==> config.mk <==
export PLATFORM = sky130hd
export DESIGN_NAME = filter_ewma_hpf_mv
export DESIGN_NICKNAME = d
export VERILOG_FILES = /design/src/rtl/filter_ewma_hpf_mv_pkg.sv /design/src/rtl/filter_ewma_hpf_mv_serial_mul_shift_add.sv /design/src/rtl/filter_ewma_hpf_mv.sv
export SDC_FILE = /design/constraint.sdc
export NUM_CORES = 1
export LEC_CHECK = 0
export CAP_MARGIN = 10
export CORE_MARGIN = 3
export CORE_UTILIZATION = 55
export CTS_CLUSTER_DIAMETER = 60
export DETAILED_ROUTE_END_ITERATION = 10
export PLACE_DENSITY = 0.77
export SETUP_SLACK_MARGIN = 0.1
export SLEW_MARGIN = 20
export SYNTH_ARGS = -nofsm -noshare
export SYNTH_HDL_FRONTEND = slang
export SYNTH_SLANG_ARGS = --single-unit
==> constraint.sdc <==
create_clock -name clk -period 4.3 [get_ports clk]
set_input_delay 0.86 -clock clk [delete_from_list [all_inputs] [get_ports clk]]
set_output_delay 0.86 -clock clk [all_outputs]
set_load 0.03 [all_outputs]
==> src/rtl/filter_ewma_hpf_mv_pkg.sv <==
// filter_ewma_hpf_mv_pkg -- constants shared by the EWMA high-pass filter
// and its serial multiplier.
//
// Contents:
//   ST_*        main controller state encoding
//   ALPHA_BITS  width of the signed cutoff coefficient (scale 1/256)
//   ALPHA_SHIFT fixed-point shift applied to the coefficient product
//   MUL_ITERS   number of shift-add steps in the serial multiplier
package filter_ewma_hpf_mv_pkg;

    localparam logic [2:0] ST_CLEAR  = 3'd0;
    localparam logic [2:0] ST_IDLE   = 3'd1;
    localparam logic [2:0] ST_DIFF   = 3'd2;
    localparam logic [2:0] ST_MUL    = 3'd3;
    localparam logic [2:0] ST_UPDATE = 3'd4;
    localparam logic [2:0] ST_OUT    = 3'd5;

    localparam int ALPHA_BITS  = 9;
    localparam int ALPHA_SHIFT = 8;
    localparam int MUL_ITERS   = 9;

endpackage

==> src/rtl/filter_ewma_hpf_mv_serial_mul_shift_add.sv <==
// serial_mul_shift_add -- signed multiplier, one partial product per cycle.
// The multiplier is split into sign and magnitude; the magnitude is walked
// LSB first, and the sign is applied to the accumulated sum on the last step.
//
// Ports:
//   clk, rst  clock, synchronous active-high reset
//   start_i   load operands (performs the first shift-add step as well)
//   mcand_i   signed multiplicand, MCAND_BITS wide
//   mplier_i  signed multiplier, ALPHA_BITS wide (-256..255)
//   done_o    one-cycle strobe, MUL_ITERS cycles after start_i
//   prod_o    full signed product, valid while done_o is high and held after
module serial_mul_shift_add
    import filter_ewma_hpf_mv_pkg::*;
#(
    parameter int MCAND_BITS = 13,
    parameter int PROD_BITS  = MCAND_BITS + ALPHA_BITS
) (
    input  logic                         clk,
    input  logic                         rst,
    input  logic                         start_i,
    input  logic signed [MCAND_BITS-1:0] mcand_i,
    input  logic signed [ALPHA_BITS-1:0] mplier_i,
    output logic                         done_o,
    output logic signed [PROD_BITS-1:0]  prod_o
);

    localparam int CW = $clog2(MUL_ITERS);
    localparam logic [CW-1:0] CNT_LAST = CW'(MUL_ITERS - 1);

    logic [ALPHA_BITS-1:0]        mag;
    logic signed [PROD_BITS-1:0]  mcand_ext;
    logic signed [PROD_BITS-1:0]  sum;

    logic signed [PROD_BITS-1:0]  acc_q;
    logic signed [PROD_BITS-1:0]  mcand_q;
    logic [ALPHA_BITS-1:0]        mag_q;
    logic                         neg_q;
    logic [CW-1:0]                cnt_q;
    logic                         busy_q;
    logic                         done_q;
    logic signed [PROD_BITS-1:0]  prod_q;

    // |-256| is 256, which still fits the 9-bit unsigned magnitude.
    assign mag       = mplier_i[ALPHA_BITS-1] ? (~mplier_i + 1'b1) : mplier_i;
    assign mcand_ext = {{(PROD_BITS-MCAND_BITS){mcand_i[MCAND_BITS-1]}}, mcand_i};
    assign sum       = acc_q + (mag_q[0] ? mcand_q : '0);

    // NOTE: sequential state uses non-blocking assignments so every register
    // samples the pre-edge value of every other register, regardless of order.
    always_ff @(posedge clk) begin
        if (rst) begin
            acc_q   <= '0;
            mcand_q <= '0;
            mag_q   <= '0;
            neg_q   <= 1'b0;
            cnt_q   <= '0;
            busy_q  <= 1'b0;
            done_q  <= 1'b0;
            prod_q  <= '0;
        end else begin
            done_q <= 1'b0;
            if (start_i) begin
                // Bit 0 is consumed on the load edge, bits 1..8 on the next eight.
                acc_q   <= mag[0] ? mcand_ext : '0;
                mcand_q <= mcand_ext << 1;
                mag_q   <= mag >> 1;
                neg_q   <= mplier_i[ALPHA_BITS-1];
                cnt_q   <= CW'(1);
                busy_q  <= 1'b1;
            end else if (busy_q) begin
                if (cnt_q == CNT_LAST) begin
                    prod_q <= neg_q ? -sum : sum;
                    done_q <= 1'b1;
                    busy_q <= 1'b0;
                end else begin
                    acc_q   <= sum;
                    mcand_q <= mcand_q << 1;
                    mag_q   <= mag_q >> 1;
                    cnt_q   <= cnt_q + 1'b1;
                end
            end
        end
    end

    assign done_o = done_q;
    assign prod_o = prod_q;

endmodule

==> src/rtl/filter_ewma_hpf_mv.sv <==
// filter_ewma_hpf_mv -- time-multiplexed multi-voice EWMA high-pass filter.
// Keeps one low-pass state per voice, lp += (din - lp) * alpha / 256, and
// emits din - lp_new. One sample is processed at a time through a shared
// serial multiplier; a new sample is accepted every 13 cycles.
//
// Build option: define FILTER_EWMA_HPF_SAT_EN to saturate lp_new and the
// output to the DATA_BITS signed range instead of wrapping. Timing is
// identical in both builds.
//
// Ports:
//   clk, rst    clock, synchronous active-high reset (re-clears all voices)
//   s_alpha     signed cutoff coefficient, sampled when a sample is accepted
//   din_valid   input sample valid
//   din_ready   high only while idle; a sample is taken when both are high
//   din         signed input sample
//   din_voice   voice index of din (indices >= VOICES pass din through)
//   dout_valid  one-cycle strobe qualifying dout/dout_voice
//   dout        signed high-pass output
//   dout_voice  voice index of dout
module filter_ewma_hpf_mv
    import filter_ewma_hpf_mv_pkg::*;
#(
    parameter  int DATA_BITS = 12,
    parameter  int VOICES    = 4,
    localparam int VB        = $clog2(VOICES)
) (
    input  logic                         clk,
    input  logic                         rst,
    input  logic signed [ALPHA_BITS-1:0] s_alpha,
    input  logic                         din_valid,
    output logic                         din_ready,
    input  logic signed [DATA_BITS-1:0]  din,
    input  logic [VB-1:0]                din_voice,
    output logic                         dout_valid,
    output logic signed [DATA_BITS-1:0]  dout,
    output logic [VB-1:0]                dout_voice
);

    localparam int DW1 = DATA_BITS + 1;
    localparam int DW2 = DATA_BITS + 2;
    localparam int PW  = DW1 + ALPHA_BITS;
    localparam logic [VB:0] CLR_LAST = (VB+1)'(VOICES);

    // Fit a DW2-bit intermediate into DATA_BITS.
    function automatic logic signed [DATA_BITS-1:0] fit(input logic signed [DW2-1:0] x);
`ifdef FILTER_EWMA_HPF_SAT_EN
        logic signed [DW2-1:0] hi;
        logic signed [DW2-1:0] lo;
        hi = DW2'((2 ** (DATA_BITS - 1)) - 1);
        lo = DW2'(-(2 ** (DATA_BITS - 1)));
        if (x > hi)      return hi[DATA_BITS-1:0];
        else if (x < lo) return lo[DATA_BITS-1:0];
        else             return x[DATA_BITS-1:0];
`else
        return DATA_BITS'(x);
`endif
    endfunction

    logic [2:0]                   state_q, state_d;
    logic [VB:0]                  clr_q;
    logic signed [DATA_BITS-1:0]  din_q;
    logic [VB-1:0]                voice_q;
    logic signed [ALPHA_BITS-1:0] alpha_q;
    logic signed [DATA_BITS-1:0]  lp_q [VOICES];
    logic signed [DATA_BITS-1:0]  dout_q;
    logic [VB-1:0]                dout_voice_q;
    logic                         dout_valid_q;

    logic                         voice_ok;
    logic signed [DATA_BITS-1:0]  lp_cur;
    logic signed [DW1-1:0]        diff;
    logic                         mul_done;
    logic signed [PW-1:0]         prod;
    logic signed [DW1-1:0]        step;
    logic signed [DW2-1:0]        lp_sum;
    logic signed [DATA_BITS-1:0]  lp_new;
    logic signed [DW2-1:0]        hp_full;
    logic signed [DATA_BITS-1:0]  hp;

    // Out-of-range voices only exist when VOICES is not a power of two.
    generate
        if (VOICES == (1 << VB)) begin : g_full_range
            assign voice_ok = 1'b1;
        end else begin : g_partial_range
            assign voice_ok = (voice_q < VB'(VOICES));
        end
    endgenerate

    assign lp_cur = voice_ok ? lp_q[voice_q] : '0;
    assign diff   = {din_q[DATA_BITS-1], din_q} - {lp_cur[DATA_BITS-1], lp_cur};

    serial_mul_shift_add #(
        .MCAND_BITS (DW1),
        .PROD_BITS  (PW)
    ) u_mul (
        .clk      (clk),
        .rst      (rst),
        .start_i  (state_q == ST_DIFF),
        .mcand_i  (diff),
        .mplier_i (alpha_q),
        .done_o   (mul_done),
        .prod_o   (prod)
    );

    // Arithmetic shift floors toward -inf, so tiny negative steps become -1.
    assign step    = DW1'(prod >>> ALPHA_SHIFT);
    assign lp_sum  = {{2{lp_cur[DATA_BITS-1]}}, lp_cur} + {step[DW1-1], step};
    assign lp_new  = fit(lp_sum);
    assign hp_full = {{2{din_q[DATA_BITS-1]}}, din_q} - {{2{lp_new[DATA_BITS-1]}}, lp_new};
    assign hp      = voice_ok ? fit(hp_full) : din_q;

    // NOTE: every signal written in always_comb gets a default first, so no
    // path through the case leaves it unassigned and no latch is inferred.
    always_comb begin
        state_d = state_q;
        case (state_q)
            ST_CLEAR:  if (clr_q == CLR_LAST) state_d = ST_IDLE;
            ST_IDLE:   if (din_valid) state_d = ST_DIFF;
            ST_DIFF:   state_d = ST_MUL;
            ST_MUL:    if (mul_done) state_d = ST_UPDATE;
            ST_UPDATE: state_d = ST_OUT;
            ST_OUT:    state_d = ST_IDLE;
            default:   state_d = ST_CLEAR;
        endcase
    end

    always_ff @(posedge clk) begin
        if (rst) begin
            state_q      <= ST_CLEAR;
            clr_q        <= '0;
            din_q        <= '0;
            voice_q      <= '0;
            alpha_q      <= '0;
            dout_q       <= '0;
            dout_voice_q <= '0;
            dout_valid_q <= 1'b0;
        end else begin
            state_q      <= state_d;
            dout_valid_q <= 1'b0;
            // CLEAR runs one extra cycle past the last voice before going idle.
            if (state_q == ST_CLEAR && clr_q != CLR_LAST) clr_q <= clr_q + 1'b1;
            if (state_q == ST_IDLE && din_valid) begin
                din_q   <= din;
                voice_q <= din_voice;
                alpha_q <= s_alpha;
            end
            if (state_q == ST_UPDATE) begin
                dout_q       <= hp;
                dout_voice_q <= voice_q;
                dout_valid_q <= 1'b1;
            end
        end
    end

    // NOTE: the per-voice state is a memory with no reset branch; it is wiped
    // by the CLEAR walk, one entry per cycle, which keeps it RAM-mappable.
    always_ff @(posedge clk) begin
        if (!rst) begin
            if (state_q == ST_CLEAR && clr_q != CLR_LAST) begin
                lp_q[clr_q[VB-1:0]] <= '0;
            end else if (state_q == ST_UPDATE && voice_ok) begin
                lp_q[voice_q] <= lp_new;
            end
        end
    end

    assign din_ready  = (state_q == ST_IDLE);
    assign dout_valid = dout_valid_q;
    assign dout       = dout_q;
    assign dout_voice = dout_voice_q;

endmodule

# After elaboration in Yosys (flattened, before gate mapping)
# Memory sizes are Yosys's and may differ from the RTL's. A register that Yosys moved wholly into a read port is not among the register bits.
# Cells that the tools add are included.
dict set report word_totals {
  mem_bits_rw 48
  output_inout_bits 16
  wordCells 89
  reg_bits 122
  memories 1
  input_bits 26
}
dict set report classes {
  mux 36
  bitwise_logic 4
  reduce_logical 11
  addsub 8
  n_eq_ne 12
}
# name words word_bits rd rd_ports_with_merged_regs wr line_no
set memory_table {}
lappend memory_table {lp_q 4 12 1 1 1 filter_ewma_hpf_mv.sv:64} ;# logic signed [DATA_BITS-1:0] lp_q [VOICES];
# cell count
set op_table {}
lappend op_table {{two-way mux 22 bit} 8}
lappend op_table {{two-way mux 8 bit} 3}
lappend op_table {{adder 22 bit} 1}
lappend op_table {{two-way mux 20 bit} 1}
lappend op_table {{negation 20 bit} 1}
lappend op_table {{case mux 3 bit (6 select lines)} 1}
lappend op_table {{two-way mux 1 bit} 15}
lappend op_table {{subtractor 12 x 12 -> 13 bit} 1}
lappend op_table {{adder 12 bit} 1}
lappend op_table {{two-way mux 12 bit} 1}
lappend op_table {{OR reduction 12 bit} 1}
lappend op_table {{subtractor 12 bit} 1}
lappend op_table {{adder 9 x 1 -> 9 bit, second input constant} 1}
lappend op_table {{== test 3 bit, second input constant} 3}
lappend op_table {{two-way mux 3 bit} 3}
lappend op_table {{two-way mux 9 bit} 1}
lappend op_table {{NOT 9 bit} 1}
lappend op_table {{== test 3 x 2 -> 1 bit, second input constant} 2}
lappend op_table {{two-way mux 2 bit} 3}
lappend op_table {{AND reduction 3 bit} 2}
lappend op_table {{adder 4 x 1 -> 4 bit, second input constant} 1}
lappend op_table {{== test 4 bit, second input constant} 1}
lappend op_table {{!= test 2 x 1 -> 1 bit, second input constant} 2}
lappend op_table {{!= test 2 bit, second input constant} 2}
lappend op_table {{other kinds (10)} 14}

# Logic depth before layout (Yosys ltp)
# Gate-level depths: netlist (run 1).
dict set report logic_depth {
  word_depth 7
  mapped_depth 20
  mapped_depth_nobuf 19
}

# Modules after synthesis
# Synthesis (run 1) repeated with hierarchy kept, for this count alone.
dict set report hier_totals {
  cells_unflattened 1182
  hier_area_um2 10093.4
}
# module seq_area_each_um2 area_per_inst_um2 n_inst cells_per_inst
set modules_own_cells {}
lappend modules_own_cells {serial_mul_shift_add 1601.5 5216.3 1 706}
lappend modules_own_cells {filter_ewma_hpf_mv 2362.3 4877.2 1 476}

# Least setup slack after synthesis (run 1)
# No wires, ideal clock.
dict set report synth_path {
  path_type {reg-to-reg}
  from {register (tool-made name)}
  to {register dout_q[11] (netlist: dout[11])}
  setup_time_ns 0.086
  setup_slack_ns -0.182
  required_ns 4.214
  synth_period_minus_slack_ns 4.482
  n_path_buf 1
  stages_incl_launch_ff 21
  arrival_ns 4.397
  path_cell_list {dfxtp_1 buf_1 mux4_2 ha_1 inv_1 fa_1 nor2b_1 o21ai_0 a21oi_1 o21ai_0 a21oi_1 o21ai_0 nand2_1 xnor2_1 ha_1 a21oi_1 o21ai_0 maj3_1 a21oi_1 xnor2_1 a211oi_1}
}
# item line_no
set synth_lines {}
lappend synth_lines {{to (signal assigned)} filter_ewma_hpf_mv.sv:148} ;# dout_q <= hp;
lappend synth_lines {{to (decl)} filter_ewma_hpf_mv.sv:65} ;# logic signed [DATA_BITS-1:0] dout_q;

==> results of run 1 <==
## per-stage QoR
step	total power, mW	utilization, %	setup slack [ns]	hold slack, ns
floorplan	3.08	-	0.189	0.436
global placement	3.46	60.6	0.146	0.445
detailed placement	3.49	60.6	-0.0152	0.446
CTS	5.09	64.6	0.141	0.455
global route	5.39	64.7	0.0365	0.489
finish	5.09	64.7	0.227	0.453
## area by class of cell
class                   count  area (µm²)  share of cell area, %
repair buffers             60         554                   5.33
inverters                  45         169                   1.62
multi-input cells         786        5080                   48.9
clock buffers              25         538                   5.18
well taps                 216         270                   2.60
flip-flops and latches    160        3680                   35.4
clock inverters             7        93.8                  0.903
## worst max-delay path, stage by stage, from the launching register on
cell and delay (ns):
dfxtp_2 0.36, mux4_2 0.53, ha_1 0.24, inv_1 0.08
fa_1 0.20, nor2b_1 0.05, o21ai_1 0.17, a21oi_1 0.11
o21ai_1 0.19, a21oi_1 0.11, o21ai_1 0.19, nand2_1 0.12
xnor2_2 0.16, ha_1 0.34, a21oi_2 0.15, o21ai_1 0.12
maj3_1 0.39, a21oi_2 0.17, xnor2_1 0.08, a211oi_1 0.23
## sequential cells by signal (all words and copies together) (netlist names), 8 cells and up, named ones only
| register | cells |
|---|---|
| u_mul.mcand_q | 19 |
| din_q | 12 |
| u_mul.acc_q | 20 |
| dout | 12 |
| alpha_q | 9 |
| u_mul.mag_q | 8 |
| lp_q | 48 |
| u_mul.prod_o | 12 |
## report_power, final
group	switching, mW	internal [mW]	total (mW)
Sequential	0.134	1.77	1.90
Clock	0.591	0.987	1.58
Combinational	0.978	0.635	1.61
## final timing paths
| path | start | endpoint | slack [ns] | cells after the start |
|---|---|---|---|---|
| hold reg to reg | dout[6]$_SDFFE_PP0P_ | dout[6]$_SDFFE_PP0P_ | 0.45 | 2 |
| hold / removal | dout[6]$_SDFFE_PP0P_ | dout[6]$_SDFFE_PP0P_ | 0.45 | 2 |
| setup / recovery | flip-flop | dout[11]$_SDFFE_PP0P_ | 0.23 | 19 |
| setup reg to reg | flip-flop | dout[11]$_SDFFE_PP0P_ | 0.23 | 19 |
## layout by cell type (no fill, tap or decap), drive strengths merged, types with 24 or more instances in the layout
master         Yosys  routed
nor3              29      29
xnor2             36      36
nor2              94      94
inv               44      45
clkbuf            49      25
ha                56      56
o21ai             33      33
nand2            188     188
a21oi             98      98
clkdlybuf4s50      0      40
edfxtp            48      48
dfxtp            112     112
and2              24      24
## cell families after synthesis
group / after synthesis
AND/OR/NAND/NOR: 422
buffers and inverters: 97
AO/OA/AOI/OAI: 234
multiplexers: 16
adder cells (fa/ha/maj): 62
XOR/XNOR: 52
flip-flops: 160
## layer usage
metal / part of all wire [%] / wire length (µm) / global-route usage, % / vias to the layer above
li1: - / - / - / 3747
met1: 47 / 9870 / 33.2 / 3523
met2: 46 / 9620 / 38.1 / 232
met3: 5.5 / 1150 / 4.58 / 36
met4: 2.1 / 452 / 7.47 / 0
met5: 0 / 0 / 0 / -
## repair_timing
item | 4_1_cts | 5_1_grt
endpoints found under the setup margin | 2 | 3
resized for setup | 6 | 5
pin swaps | 0 | 1
cloned | 0 | 0
==> qor.yml, run 1 <==
htreeDepth: 4
power_density_nw_per_um2: 490
min_period_ns: 4.07
pin_count: 42
ctsHoldBuffers: 0
placed_cells: 1267
synth-simple-area-share_pct: 21.1
synth.yosys.seq_area_share_pct: 40.5
yosysWarnings: 0
start_util_pct: 56.6
fp.dieW_um: 135
max_freq_mhz: 246
final_cell_count_no_fill: 1299
coreArea_um2: 16100
required_ns: 4.64
syn_nets: 1129
max_slew_margin_pct: 41.1
hold_viol_final: 0
grt_max_degree: 73
numCtsBuffers: 17
grt_pass1_vias: 7084
vdd_drop_max_uv: 318
dpl.hpwl_um: 15200
wire_per_inst_um: 16.2
cts_tree: "done"
synth_flop_cell: "dfxtp_1"
final_layout_size_suffix_gt1_share_pct: 8.40
die_height_um: 135
post_cts.repair.setup_buffers: 0
gr-total-overflow: 0
crit_path_max_fanout: 3
ys_types: 70
clock_sinks: 160
yosys.area_share.xor_xnor_pct: 5.01
drc: 0
muxShareOfSynthArea_pct: 3.41
rsz0062_at_grt: "true"
final_antenna_net_count: 0
synth_top_family_by_area: "simple AND/OR/NAND/NOR gates"
maxCapViolCount: 0
tns_ns: 0
antenna_found_initial: 0
clk-insertion-delay-late_ns: 0.43
synthTopCellsByCount: "nand2_1 (188), dfxtp_1 (112), a21oi_1 (97)"
status: "finished clean"
start_kind: "flip-flop"
syn_area_per_cell_um2: 8.72
worst_pin_slew_ns: 0.881
synth_compound_area_share_pct: 17.1
fin_crit_sh_pct: 94.7
drv_slew: 0
synth_fa_ha_area_share_pct: 8.81
finClkSkew_ns: 0.0113
ys_seq_elements: 160
synthArstFlopShare_pct: 0
fin_nets: 1156
path_class: "flip-flop to flip-flop"
io_buffers: 41
yosysTopAreaCell: "dfxtp_1"
track_usage_pct: 23.9
drt_iter0_markers: 712
synth_top_area_share_pct: 24.7
gp_congestion: 0.891
setup_viol: 0
vias: 7538
grt_pass1_wl_um: 35000
wl_um: 21100
synth_edf_count: 48
arrival_ns: 4.41
ys_top_cells_by_area: "dfxtp_1 (25%), edfxtp_1 (16%), nand2_1 (7.8%), ha_1 (7.7%), a21oi_1 (5.3%)"
dieArea_um2: 18100
synthCells: 1043
endpoint_kind: "flip-flop"
area_growth_pct: 14.3
p_leak_nw: 4.01
diodes: 0
synth_most_common_cell: "nand2_1"
std_cell_rows: 46
fillers: 1307
drt_pass1_iterations: 5
cts_root_buffer: "clkbuf_16"
cts.reportedPaths.clkPinSlew_ns: 0.06
cts_buffer_depth: 2
final_area_um2: 10400
synth_area_um2: 9090
holdCritPathClass: "flip-flop to flip-flop"
viasPerCell: 5.80
post_dp_cell_area_um2: 9730
No activity file was read; power rests on OpenSTA's default activity.
==> inputs of run 2 (changes only) <==
--- a/config.mk
+++ b/config.mk
@@ -6,6 +6,7 @@
 export NUM_CORES = 1
 export LEC_CHECK = 0
 export CAP_MARGIN = 10
+export CORE_ASPECT_RATIO = 1.75
 export CORE_MARGIN = 3
 export CORE_UTILIZATION = 55
 export CTS_CLUSTER_DIAMETER = 60
==> constraint.sdc (replaced) <==
create_clock -name clk -period 3.46 [get_ports clk]
set_input_delay 0.692 -clock clk [delete_from_list [all_inputs] [get_ports clk]]
set_output_delay 0.692 -clock clk [all_outputs]
set_load 0.03 [all_outputs]
==> run 2 against run 1 <==
  * The flow now finishes with violations (negative setup slack)
  * Critical path type unchanged
  * Die area increased by 0.34%
  * Global-route usage increased by 4.9 points
  * Via count increased by 15%
  * Worst setup slack got worse by 0.78 ns
  * Clock power increased by 21%
  * Largest cell class unchanged
==> qor.yml, run 2 (synthesis results as in run 1) <==
setup_viol: 12
critPathMaxStageDelay_ns: 0.55
path_cells: "mux4_2 -> ha_4 -> inv_2 -> fa_2 -> nor2b_4 -> o21ai_2 -> a21oi_2 -> o21ai_2 -> a21oi_2 -> o21ai_2 -> nand2_2 -> xnor2_2 -> ha_4 -> a21oi_4 -> o21ai_2 -> maj3_2 -> a21oi_4 -> xnor2_2 -> a211oi_2"
gr-total-overflow: 0
hold_slack_ns: 0.457
die_height_um: 176
cp_num_cells: 19
min_period_ns: 4.01
path_class: "flip-flop to flip-flop"
final_layout_size_suffix_gt1_share_pct: 23.3
p_leak_nw: 4.61
layout_setup_ws_ns: -0.554
preCtsSetupSlack_ns: -0.359
area_growth_pct: 28.9
dpl.hpwl_um: 17300
power_density_nw_per_um2: 630
ctsHoldBuffers: 0
fillers: 1059
multi_input_area_um2: 5640
tns_ns: -2.69
vdd_drop_max_uv: 552
switchingPower_mw: 2.71
clock_power_share_pct: 25.9
slowest_stage: "mux4_2"
start_util_pct: 56.7
post_dp_cell_area_um2: 10300
wl_um: 28400
holdCritPathClass: "flip-flop to flip-flop"
fin_crit_sh_pct: 116
drt_iter0_markers: 714
power.total_mw: 7.39
clk-insertion-delay-late_ns: 0.44
cts_root_buffer: "clkbuf_16"
hold_viol_final: 0
track_usage_pct: 28.7
grt_pass1_vias: 8224
cp_top_family: "compound AO/OA/AOI/OAI gates"
swShare_pct: 36.7
cp-startpoint: "lp_q[3][0]$_DFFE_PP_"
reg_top3: "lp_q x48, u_mul.acc_q x20, u_mul.mcand_q x19"
viasPerCell: 6.27
final_cell_count_no_fill: 1378
antenna_found_initial: 0
status: "complete, but fails checks"
grt_pass1_wl_um: 40600
final_util_pct: 73.1
vias: 8639
rsz0062_at_grt: "true"
cpMostUsedCell: "o21ai_2"
cts_buffer_depth: 2
required_ns: 3.76
cp_num_buf_inv: 1
pin_count: 42
placed_cells: 1314
io_buffers: 41
grt_max_degree: 63
htreeDepth: 4
arrival_ns: 4.31
start_kind: "flip-flop"
largest_reg_flops: 48
r2r_start: "lp_q[3][0]$_DFFE_PP_"
crit_path_max_fanout: 3
fin_nets: 1262
std_cell_rows: 61
cts.reportedPaths.clkPinSlew_ns: 0.07
final_area_um2: 11700
drv_slew: 0
reg2reg_slack_ns: -0.55
endpoint_kind: "flip-flop"
drc: 0
whs_path_depth: 2
final_antenna_net_count: 0
final_cell_mix: "nand2_1 (186), buf_4 (111), dfxtp_1 (110)"
violations: "negative setup slack"
numCtsBuffers: 17
clock_sinks: 160
wire_per_inst_um: 20.6
gp_congestion: 0.935
max_freq_mhz: 249
maxCapViolCount: 0
worst_pin_slew_ns: 0.861
drt_pass1_iterations: 7
intPower_mw: 4.67
seqCellArea_um2: 3690
diodes: 0
regMostFlops: "lp_q"
cts_tree: "done"
reg2reg_depth: 19
combPwrFrac_pct: 41.8
r2r-end: "dout[11]$_SDFFE_PP0P_"
finClkSkew_ns: 0.0126
endpoint: "dout[11]$_SDFFE_PP0P_"
fp.dieW_um: 103
dieArea_um2: 18200
power_frac_seq_pct: 32.3
max_slew_margin_pct: 42.6
layout_commonest_cell: "nand2_1"
coreArea_um2: 16000
-- run 2: changes by cell type in the layout (fill, tap and decap cells not counted), moves of 7 or more --
cell and change:
ha_4 +11, a21oi_1 -11, a21oi_2 +8, ha_1 -12, o21ai_0 -9, xnor2_1 -7
o21ai_2 +11, buf_4 +92, buf_6 +13, xnor2_2 +7
-- run 2: power by group through the flow --
stage                     clock (mW)  sequential, mW  combinational (mW)
after floorplan                    0            2.34                1.58
after global placement             0            2.39                2.26
after detailed placement           0            2.40                2.30
after CTS                       1.90            2.37                2.54
after global routing            1.98            2.41                3.30
final                           1.91            2.38                3.09
-- run 2: timing repair --
action | CTS | global route
endpoints found under the setup margin | 22 | 37
pin swaps | 35 | 47
gates resized for setup | 41 | 69
setup buffers | 20 | 21
-- run 2: worst register-to-register path: cells and delay by family, from the launching register on --
family / cells / cell delay, ns
adders and majority gates: 4 / 1.08
AOI/OAI and AO/OA: 9 / 1.26
DFF: 1 / 0.40
and+or+nand+nor: 2 / 0.16
muxes: 1 / 0.55
buffers and inverters: 1 / 0.07
xor gates and xnor gates: 2 / 0.37
-- run 2: worst min-delay path by stage --
stage | startpoint | to | slack, ns
2_1_floorplan | u_mul.prod_o[10]$_SDFFE_PP0P_ | u_mul.prod_o[10]$_SDFFE_PP0P_ | 0.44
3_3_place_gp | dout[5]$_SDFFE_PP0P_ | dout[5]$_SDFFE_PP0P_ | 0.44
3_5_place_dp | dout[3]$_SDFFE_PP0P_ | dout[3]$_SDFFE_PP0P_ | 0.45
4_1_cts | dout[3]$_SDFFE_PP0P_ | dout[3]$_SDFFE_PP0P_ | 0.46
5_1_grt | dout[8]$_SDFFE_PP0P_ | dout[8]$_SDFFE_PP0P_ | 0.48
6_report | dout[3]$_SDFFE_PP0P_ | dout[3]$_SDFFE_PP0P_ | 0.46
-- run 2: cell type report --
cell class                      count  share of cell area (%)
Tap cell                          189                    2.02
Timing Repair Buffer              166                    12.0
Inverter                           45                    1.44
Multi-Input combinational cell    786                    48.1
Clock inverter                     12                    1.05
Clock buffer                       20                    3.91
Sequential cell                   160                    31.5
-- run 2: layer usage --
| metal | routed length, µm | vias up | part of all wire, % | global-route usage (%) |
|---|---|---|---|---|
| li1 | - | 3948 | - | - |
| met1 | 10000 | 4118 | 35 | 31.7 |
| met2 | 15000 | 421 | 53 | 52.0 |
| met3 | 1500 | 152 | 5.3 | 3.88 |
| met4 | 1840 | 0 | 6.5 | 14.7 |
| met5 | 0 | - | 0 | 0 |
==> inputs of run 3 (changes only) <==
--- a/config.mk
+++ b/config.mk
@@ -11,9 +11,10 @@
 export CORE_UTILIZATION = 55
 export CTS_CLUSTER_DIAMETER = 60
 export DETAILED_ROUTE_END_ITERATION = 10
-export PLACE_DENSITY = 0.77
+export PLACE_DENSITY = 0.84
 export SETUP_SLACK_MARGIN = 0.1
 export SLEW_MARGIN = 20
 export SYNTH_ARGS = -nofsm -noshare
 export SYNTH_HDL_FRONTEND = slang
 export SYNTH_SLANG_ARGS = --single-unit
+export TNS_END_PERCENT = 20
==> run 3 against run 2 <==
  * Sequential share of layout area grew 0.65 points
  * The flow still finishes with violations (negative setup slack)
  * Sequential cell count stayed put
  * Global-route usage up 0.75 points
  * Clock skew rose by 0.0027 ns
  * Core utilization shrank 1.5 points
  * Routed wire length up 1.7%
  * Worst setup slack gained 0.042 ns
  * Cell area down 2.1%
  * Critical endpoint unchanged
  * Critical path depth down 1
  * First-iteration DRC count grew 24%
  * Largest cell class unchanged
  * Sequential power about the same
==> qor.yml, run 3 (synthesis results as in run 1) <==
reg_top3: "lp_q x48, u_mul.acc_q x20, u_mul.mcand_q x19"
met2_usage_pct: 52.4
vdd_drop_max_uv: 624
hold_viol_final: 0
final_cell_count_no_fill: 1350
die_height_um: 176
whs_path_depth: 2
fin_nets: 1234
reg2reg_depth: 18
p_leak_nw: 4.46
largest_reg_flops: 48
path_class: "flip-flop to flip-flop"
antenna_found_initial: 0
diodes: 0
cts.reportedPaths.clkPinSlew_ns: 0.07
endpoint_kind: "flip-flop"
drv_slew: 0
r2r-end: "dout[11]$_SDFFE_PP0P_"
required_ns: 3.75
coreArea_um2: 16000
grt_pass1_wl_um: 42100
area_growth_pct: 26.2
power.total_mw: 7.17
grtUsageMet1_pct: 32.8
wire_per_inst_um: 21.4
max_slew_margin_pct: 31.8
preCtsSetupSlack_ns: -0.512
std_cell_rows: 61
io_buffers: 41
reg2reg_slack_ns: -0.51
worst_pin_slew_ns: 1.02
gr-total-overflow: 0
grt_pass1_vias: 8453
final_antenna_net_count: 0
clk-insertion-delay-late_ns: 0.44
crit_path_max_fanout: 4
min_period_ns: 3.97
drc: 0
rsz0062_at_grt: "true"
tns_ns: -1.86
drt_iter0_markers: 887
viasPerCell: 6.50
placed_cells: 1300
violations: "negative setup slack"
start_util_pct: 56.7
htreeDepth: 4
regMostFlops: "lp_q"
fillers: 1021
numCtsBuffers: 17
wl_um: 28800
seqCellArea_um2: 3690
multi_input_area_um2: 5620
setup_viol: 8
maxCapViolCount: 0
gp_congestion: 0.881
fp.dieW_um: 103
cts_root_buffer: "clkbuf_16"
finClkSkew_ns: 0.0153
hold_end: "dout[3]$_SDFFE_PP0P_"
drt_pass1_iterations: 6
power_density_nw_per_um2: 625
vias: 8776
layout_setup_ws_ns: -0.513
dieArea_um2: 18200
pin_count: 42
met3_usage_pct: 4.51
status: "complete, but fails checks"
arrival_ns: 4.26
track_usage_pct: 29.5
max_freq_mhz: 252
cts_tree: "done"
layout_commonest_cell: "nand2_1"
start_kind: "flip-flop"
fin_crit_sh_pct: 115
grt_max_degree: 88
holdCritPathClass: "flip-flop to flip-flop"
final_layout_size_suffix_gt1_share_pct: 21.5
dpl.hpwl_um: 16600
final_cell_mix: "nand2_1 (187), dfxtp_1 (110), nor2_1 (94), buf_4 (94), a21oi_1 (83)"
ctsHoldBuffers: 0
cts_buffer_depth: 2
hp-start: "dout[3]$_SDFFE_PP0P_"
clock_sinks: 160
busiest_layer: "met2"
[run 3: changes by cell type in the layout (fill, tap and decap cells not counted), sizes merged]
| cell | change |
|---|---|
| buf | -28 |
| clkinv | +1 |
| inv | +3 |
| clkinvlp | -1 |
| clkbuf | -3 |
[run 3: routing by layer]
metal	share of wire, %	vias up
met2	52	553
met3	7.0	184
met5	0	-
li1	-	3897
met1	34	4142
met4	6.8	0
[run 3: per-stage QoR]
stage	cell area, µm²	util [%]	hold WS (ns)
global placement	10200	63.9	0.441
floorplan	9220	-	0.436
finish	11500	71.6	0.454
global route	11500	71.6	0.475
detailed placement	10200	63.9	0.445
CTS	11100	69.3	0.455
[run 3: worst max-delay path by stage]
stage,slack (ns),cells after the start,from,endpoint
after global routing,-0.64,18,flip-flop,dout[11]$_SDFFE_PP0P_
after detailed placement,-0.51,19,flip-flop,dout[11]$_SDFFE_PP0P_
final,-0.51,18,flip-flop,dout[11]$_SDFFE_PP0P_
after floorplan,-0.29,20,flip-flop,dout[11]$_SDFFE_PP0P_
after global placement,-0.37,19,flip-flop,dout[11]$_SDFFE_PP0P_
after CTS,-0.32,19,flip-flop,dout[11]$_SDFFE_PP0P_
[run 3: cell type report]
type / count / area share (%)
multi-input cells: 786 / 49.0
well taps: 189 / 2.06
inverters: 45 / 1.47
flip-flops and latches: 160 / 32.1
clock buffers: 17 / 3.71
clock inverters: 15 / 1.47
repair buffers: 138 / 10.1
[run 3: power by group]
group	leakage [nW]	internal, mW	switching, mW	total (mW)
Combinational	2.80	1.24	1.61	2.85
Clock	0.296	1.03	0.906	1.94
Sequential	1.36	2.20	0.187	2.39
Total	4.46	4.47	2.70	7.17
[run 3: timing repair]
action                                  in CTS  in global routing
setup buffers                               11                  7
pin swaps                                   31                 26
resized for setup                           41                 51
gates cloned                                 0                  0
endpoints found under the setup margin      25                 36
[run 3: worst max-delay path: stages, from the launching register on]
cell and delay (ns):
dfxtp_4 0.40, buf_4 0.13, mux4_2 0.55, ha_4 0.30, nor2b_2 0.19, o21ai_2 0.09
a21oi_2 0.20, o21ai_2 0.10, a21oi_2 0.17, o21ai_2 0.09, buf_4 0.14, buf_4 0.12
a21oi_1 0.22, nor3_1 0.11, or2_2 0.33, ha_4 0.25, a21oi_2 0.17, xnor2_1 0.16
a211oi_2 0.09
